`src/rtl/obi_periph_bridge_pkg.sv`:
```
// obi_periph_bridge_pkg: shared defaults and request-entry packing for the peripheral bridge
package obi_periph_bridge_pkg;
    localparam int          ADDR_W_DEF   = 24;
    localparam int          DATA_W_DEF   = 32;
    localparam logic [31:0] ERR_DATA_DEF = 32'hDEADBEEF;
    localparam int          ERR_CNT_W    = 8;
    // entry layout from LSB: WDATA | ADDR | BE | WE
    function automatic int off_addr(input int dw);
        return dw;
    endfunction
    function automatic int off_be(input int aw, input int dw);
        return dw + aw;
    endfunction
    function automatic int off_we(input int aw, input int dw);
        return dw + aw + dw / 8;
    endfunction
    function automatic int entry_w(input int aw, input int dw);
        return off_we(aw, dw) + 1;
    endfunction
endpackage

```
`src/rtl/sync_fifo.sv`:
```
// sync_fifo: single-clock FIFO with wrap-bit pointers and a first-word-fall-through head
module sync_fifo #(
    parameter int WIDTH = 8,
    parameter int DEPTH = 4
) (
    input  logic             clk_i,
    input  logic             rst_i,
    input  logic             push_i,
    input  logic             pop_i,
    input  logic [WIDTH-1:0] wdata_i,
    output logic [WIDTH-1:0] rdata_o,
    output logic             full_o,
    output logic             empty_o
);
    localparam int AW = $clog2(DEPTH);
    logic [WIDTH-1:0] mem_q [DEPTH];
    logic [AW:0]      wr_q, wr_d, rd_q, rd_d;
    logic             do_push, do_pop;
    always_comb begin
        do_push = push_i && !full_o;
        do_pop  = pop_i && !empty_o;
        wr_d    = do_push ? wr_q + 1'b1 : wr_q;
        rd_d    = do_pop ? rd_q + 1'b1 : rd_q;
    end
    always_ff @(posedge clk_i or posedge rst_i) begin
        if (rst_i) begin
            wr_q <= '0;
            rd_q <= '0;
        end else begin
            wr_q <= wr_d;
            rd_q <= rd_d;
        end
    end
    always_ff @(posedge clk_i) begin
        if (do_push) mem_q[wr_q[AW-1:0]] <= wdata_i;
    end
    assign rdata_o = mem_q[rd_q[AW-1:0]];
    assign empty_o = wr_q == rd_q;
    assign full_o  = wr_q[AW-1:0] == rd_q[AW-1:0] && wr_q[AW] != rd_q[AW];
endmodule

```
`src/rtl/obi_periph_bridge.sv`:
```
// obi_periph_bridge: OBI-style peripheral responder with request FIFO, outstanding limit
// and a response timeout that answers with error data when the user core goes silent.
module obi_periph_bridge
    import obi_periph_bridge_pkg::*;
#(
    parameter int          ADDR_W   = ADDR_W_DEF,
    parameter int          DATA_W   = DATA_W_DEF,
    parameter int          DEPTH    = 4,
    parameter int          TIMEOUT  = 255,
    parameter logic [31:0] ERR_DATA = ERR_DATA_DEF
) (
    input  logic                 CLK,
    input  logic                 RST,
    input  logic                 REQ,
    input  logic                 WE,
    input  logic [DATA_W/8-1:0]  BE,
    input  logic [ADDR_W-1:0]    ADDR,
    input  logic [DATA_W-1:0]    WDATA,
    output logic                 GNT,
    output logic                 RVALID,
    output logic [DATA_W-1:0]    RDATA,
    output logic                 U_VALID,
    input  logic                 U_READY,
    output logic                 U_WE,
    output logic [DATA_W/8-1:0]  U_BE,
    output logic [ADDR_W-1:0]    U_ADDR,
    output logic [DATA_W-1:0]    U_WDATA,
    input  logic                 U_RVALID,
    input  logic [DATA_W-1:0]    U_RDATA,
    output logic [ERR_CNT_W-1:0] ERR_CNT,
    output logic                 BUSY
);
    localparam int                OW       = $clog2(DEPTH + 1);
    localparam int                CW       = TIMEOUT > 0 ? $clog2(TIMEOUT + 1) : 1;
    localparam int                EW       = entry_w(ADDR_W, DATA_W);
    localparam int                OFF_A    = off_addr(DATA_W);
    localparam int                OFF_B    = off_be(ADDR_W, DATA_W);
    localparam int                OFF_W    = off_we(ADDR_W, DATA_W);
    localparam logic [OW-1:0]     MAX_OUT  = OW'(DEPTH);
    localparam logic [CW-1:0]     TMO      = CW'(TIMEOUT);
    localparam logic [DATA_W-1:0] ERR_WORD = DATA_W'(ERR_DATA);

    logic [EW-1:0]        head;
    logic                 fifo_full, fifo_empty, pop, late, resp_ok, tmo, retire;
    logic [OW-1:0]        out_q, out_d, infl_q, infl_d;
    logic [CW-1:0]        wait_q, wait_d;
    logic [ERR_CNT_W-1:0] err_q, err_d, drop_q, drop_d;
    logic                 rvalid_q;
    logic [DATA_W-1:0]    rdata_q, rdata_d;

    assign GNT = REQ && !RST && out_q < MAX_OUT && !fifo_full;

    sync_fifo #(.WIDTH(EW), .DEPTH(DEPTH)) u_fifo (
        .clk_i   (CLK),
        .rst_i   (RST),
        .push_i  (GNT),
        .pop_i   (pop),
        .wdata_i ({WE, BE, ADDR, WDATA}),
        .rdata_o (head),
        .full_o  (fifo_full),
        .empty_o (fifo_empty)
    );

    assign U_VALID = !fifo_empty;
    assign pop     = U_VALID && U_READY;
    assign U_WE    = head[OFF_W];
    assign U_BE    = head[OFF_B +: DATA_W/8];
    assign U_ADDR  = head[OFF_A +: ADDR_W];
    assign U_WDATA = head[DATA_W-1:0];

    // responses owed for timed-out transactions are swallowed to keep ordering intact
    always_comb begin
        late    = U_RVALID && drop_q != '0;
        resp_ok = U_RVALID && infl_q != '0 && !late;
        tmo     = TIMEOUT > 0 && infl_q != '0 && !U_RVALID && wait_q == TMO;
        retire  = resp_ok || tmo;
        infl_d  = infl_q + OW'(pop) - OW'(retire);
        out_d   = out_q + OW'(GNT) - OW'(retire);
        wait_d  = (TIMEOUT == 0 || U_RVALID || retire || infl_q == '0) ? '0 : wait_q + 1'b1;
        drop_d  = drop_q + ERR_CNT_W'(tmo) - ERR_CNT_W'(late);
        err_d   = (tmo && err_q != '1) ? err_q + 1'b1 : err_q;
        rdata_d = tmo ? ERR_WORD : resp_ok ? U_RDATA : rdata_q;
    end

    always_ff @(posedge CLK or posedge RST) begin
        if (RST) begin
            out_q    <= '0;
            infl_q   <= '0;
            wait_q   <= '0;
            drop_q   <= '0;
            err_q    <= '0;
            rvalid_q <= 1'b0;
            rdata_q  <= '0;
        end else begin
            out_q    <= out_d;
            infl_q   <= infl_d;
            wait_q   <= wait_d;
            drop_q   <= drop_d;
            err_q    <= err_d;
            rvalid_q <= retire;
            rdata_q  <= rdata_d;
        end
    end

    assign RVALID  = rvalid_q;
    assign RDATA   = rdata_q;
    assign ERR_CNT = err_q;
    assign BUSY    = out_q != '0;
endmodule

```
`config.mk`:
```
export PLATFORM = sky130hd
export DESIGN_NAME = obi_periph_bridge
export DESIGN_NICKNAME = d
export VERILOG_FILES = /design/src/rtl/obi_periph_bridge_pkg.sv /design/src/rtl/sync_fifo.sv /design/src/rtl/obi_periph_bridge.sv
export SDC_FILE = /design/constraint.sdc
export NUM_CORES = 1
export LEC_CHECK = 0
export ABC_AREA = 1
export BUFFER_PORTS_ARGS = -buffer_cell sky130_fd_sc_hd__buf_2
export CORE_ASPECT_RATIO = 0.5
export CORE_MARGIN = 2
export CORE_UTILIZATION = 45
export DETAILED_ROUTE_END_ITERATION = 12
export PLACE_DENSITY = 0.64
export SLEW_MARGIN = 20
export SYNTH_ARGS = -nofsm -noshare
export SYNTH_HDL_FRONTEND = slang
export SYNTH_HIERARCHICAL = 1
export SYNTH_SLANG_ARGS = --single-unit
```
`constraint.sdc`:
```
create_clock -name CLK -period 12.8 [get_ports CLK]
set_input_delay 1.28 -clock CLK [delete_from_list [all_inputs] [get_ports CLK]]
set_output_delay 1.28 -clock CLK [all_outputs]
set_load 0.1 [all_outputs]
```
==> out/metrics.cfg <==
[yosys]
synth_fp_nets=1189
synth_seq_cells=313
yosys.cell_types.count=38
yosysWarnings=6
post_synth_inst_count=1066
synthesis.area_um2=12900
yosysSeqAreaShare=0.702
syn_avg_cell_area_um2=12.1

[drt]
detail_route.wirelength.met1_um=11700
drtPass1Iterations=4
drt_iter0_markers=437
dr.max_layer_used=met5
wl_met3_um=1340
drt_drc_violations_left=0
vias_per_cell=5.05
wire_per_inst_um=16.5
wl_um=27500
dr_total_vias=8394
route.antenna.remaining_nets=0
sum_of_met2_wire_segment_lengths_after_detailed_routing_um=13900

[flow_run]
cap_violations=0

[placed_design]
portBuffers=202
gp_congestion=0.839
dp_hpwl_um=15900

[critical_path]
critical_path.slowest_cell=dfrtp_4
cp_data_arrival_time_ps=3120
critPathMaxFanout=83
worst-r2r-cell-count=9
end_kind=output port
timing.critical_path.slowest_cell_delay_ps=780
timing.setup.critical_path_class=register to output port
timing.critical_path.from_type=register
crit_chain=buf_4 > o21ai_0 > o22ai_1 > buf_2
crit_required_ps=11520

[sta]
setup_total_negative_slack_ps=0
hold_slack_ps=474
drv_slew=0
worst_slew_margin_rel=0.344
timing.clock.skew_ps=17.7
setup_violations=0
maxClockFrequency_mhz=227
rsz0062_at_grt=false
finalHoldViolCount=0
worst_pin_slew_ps=984
layout_worst_path_cycle_share=0.344
final_critical_path_required_period_ps=4400

[floorplanning]
core_area_um2=27900
initial_core_util=0.462
die_height_um=124
placementRows=43
floorplan.die_area_um2=30100
die_w_um=243
boundaryPins=203

[global_routing]
global_route.overflow_total=0
grt_max_degree=125
global_route_wire_length_before_repair_um=42400
gr-usage-all-layers=0.179
antenna_violations_before_repair=3
grt_pass1_vias=7993

[final_layout]
area_delta_synth_final_pct=16.9
ff_latch_area_um2=9060
multiInputGateArea_um2=3180
n_fill_cell=2345
finalNetCount=1380
fraction_of_final_layout_cells_sized_beyond_drive_strength_1=0.224

[clock_network]
post-cts-setup-buffer-count=0
ctsHoldBuffers=0
clk_path_buf_depth=3
cts_tree=done
cts_inserted_buffers=28
cts.sink_count=313
clk_root_buffer_cell=clkbuf_16
post_cts_resized=0
worst_setup_hold_path_clk_slew_ps=60
clock_latency_ps=570
h-tree-depth=1

[worst_hold_path]
worst_hold_class=register to register
worst_hold_path.num_cells=1

[status]
outcome=complete, no violations

==> synth_stat cells <==
library cell | n | area (um^2)
edfxtp_1 | 244 | 7330
nand2_1 | 171 | 642
nor2_1 | 143 | 537
o21ai_0 | 114 | 571
inv_1 | 83 | 312
dfrtp_1 | 69 | 1730
o22ai_1 | 61 | 382
nand3_1 | 43 | 215
ha_1 | 22 | 275
buf_6 | 14 | 158
clkbuf_1 | 11 | 41.3
buf_2 | 10 | 50.1
o21ai_1 | 10 | 50.1
xor2_1 | 8 | 70.1
nand2_2 | 7 | 43.8
nand3_2 | 6 | 60.1
clkbuf_2 | 5 | 25.0
clkbuf_4 | 5 | 37.5
xnor2_1 | 5 | 43.8
a21oi_1 | 4 | 20.0
buf_4 | 3 | 22.5
fa_1 | 3 | 60.1
nand2_4 | 3 | 33.8
nand4_1 | 3 | 18.8
inv_2 | 2 | 7.51
nand3b_1 | 2 | 15.0
nor2_2 | 2 | 12.5
nor2_4 | 2 | 22.5
nor3_1 | 2 | 10.0
buf_8 | 1 | 15.0
clkinv_2 | 1 | 5.00
clkinv_4 | 1 | 8.76
inv_8 | 1 | 11.3
nand3_4 | 1 | 17.5
nand4_4 | 1 | 21.3
nor2_8 | 1 | 20.0
nor3b_1 | 1 | 7.51
o21bai_1 | 1 | 7.51
==> registers in the layout, indices dropped and copies added (netlist names) <==
register and cells:
infl_q 3, u_fifo/wr_q 3, u_fifo/rd_q 3, ERR_CNT 8, RDATA 32, wait_q 8, RVALID 1, drop_q 8
out_q 3, u_fifo/mem_q 244
==> placed cells by master (no fill, tap or decap), types with 2 or more instances in the layout <==
| master | instances |
|---|---|
| diode_2 | 2 |
| nand2_4 | 3 |
| clkbuf_16 | 28 |
| clkbuf_1 | 3 |
| edfxtp_1 | 244 |
| bufinv_16 | 4 |
| o21ai_0 | 114 |
| buf_4 | 8 |
| inv_1 | 81 |
| nand3_1 | 43 |
| nand3_2 | 6 |
| a21oi_1 | 4 |
| ha_1 | 22 |
| fa_1 | 3 |
| clkinv_1 | 7 |
| clkinv_2 | 6 |
| nand3b_1 | 2 |
| buf_2 | 202 |
| nor2_2 | 2 |
| nor2_1 | 140 |
| xor2_1 | 8 |
| nand4_1 | 3 |
| clkinv_4 | 2 |
| nor3_1 | 2 |
| inv_2 | 4 |
| dfrtp_1 | 67 |
| o22ai_1 | 61 |
| nor2_4 | 5 |
| nand2_2 | 7 |
| xnor2_1 | 5 |
| o21ai_1 | 10 |
| nand2_1 | 171 |
==> routing by layer <==
| layer | up-vias | GRT usage |
|---|---|---|
| li1 | 4068 | - |
| met3 | 37 | 0.0353 |
| met5 | - | 0 |
| met1 | 4123 | 0.227 |
| met4 | 2 | 0.0479 |
| met2 | 164 | 0.321 |
==> worst paths after layout <==
path / slack, ps / end / from
worst max-delay path: 8400 / U_WDATA[15] / u_fifo/rd_q[0]
worst min-delay path: 470 / wait_q[0] / wait_q[0]
worst max register to register: 9360 / u_fifo/mem_q[0][19] / u_fifo/rd_q[0]
worst min register to register: 470 / wait_q[0] / wait_q[0]
max in group asynchronous: 11310 / RDATA[8] / RST
min in group asynchronous: 700 / u_fifo/wr_q[0] / RST
==> area by class of cell <==
| cell class | count | share of cell area |
|---|---|---|
| Inverter | 88 | 0.0228 |
| Timing Repair Buffer | 210 | 0.0710 |
| Antenna cell | 2 | 0.000332 |
| Clock inverter | 20 | 0.0150 |
| Clock buffer | 32 | 0.0481 |
| Tap cell | 382 | 0.0317 |
| Multi-Input combinational cell | 616 | 0.211 |
| Sequential cell | 313 | 0.600 |
==> kinds of logic (layout without fill, tap and decap cells) <==
logic type,count (synthesis),count (layout),synth area share
XOR/XNOR,13,13,0.00882
adder cells (fa/ha/maj),25,25,0.0260
buffers and inverters,137,350,0.0537
AND/OR/NAND/NOR,388,388,0.130
flip-flops,313,313,0.702
other,0,2,0
AO/OA/AOI/OAI,190,190,0.0798
==> worst max-delay path: cells and delay by family (launching register included) <==
| kind | cells | cell delay (ps) |
|---|---|---|
| AO/OA/AOI/OAI | 2 | 520 |
| buffers and inverters | 2 | 1250 |
| flip-flops | 1 | 780 |
==> metrics by stage <==
stage	cells	setup slack, ps	utilization	area [um^2]
3_5_place_dp	1609	8340	0.506	14100
3_3_place_gp	1609	8370	0.506	14100
6_report	1663	8400	0.540	15100
2_1_floorplan	1066	5200	-	12900
4_1_cts	1661	8320	0.540	15100
5_1_grt	1663	8170	0.540	15100
Power is not shown: default switching activity piles up to over one toggle a cycle in this logic, so the estimate is an artifact.
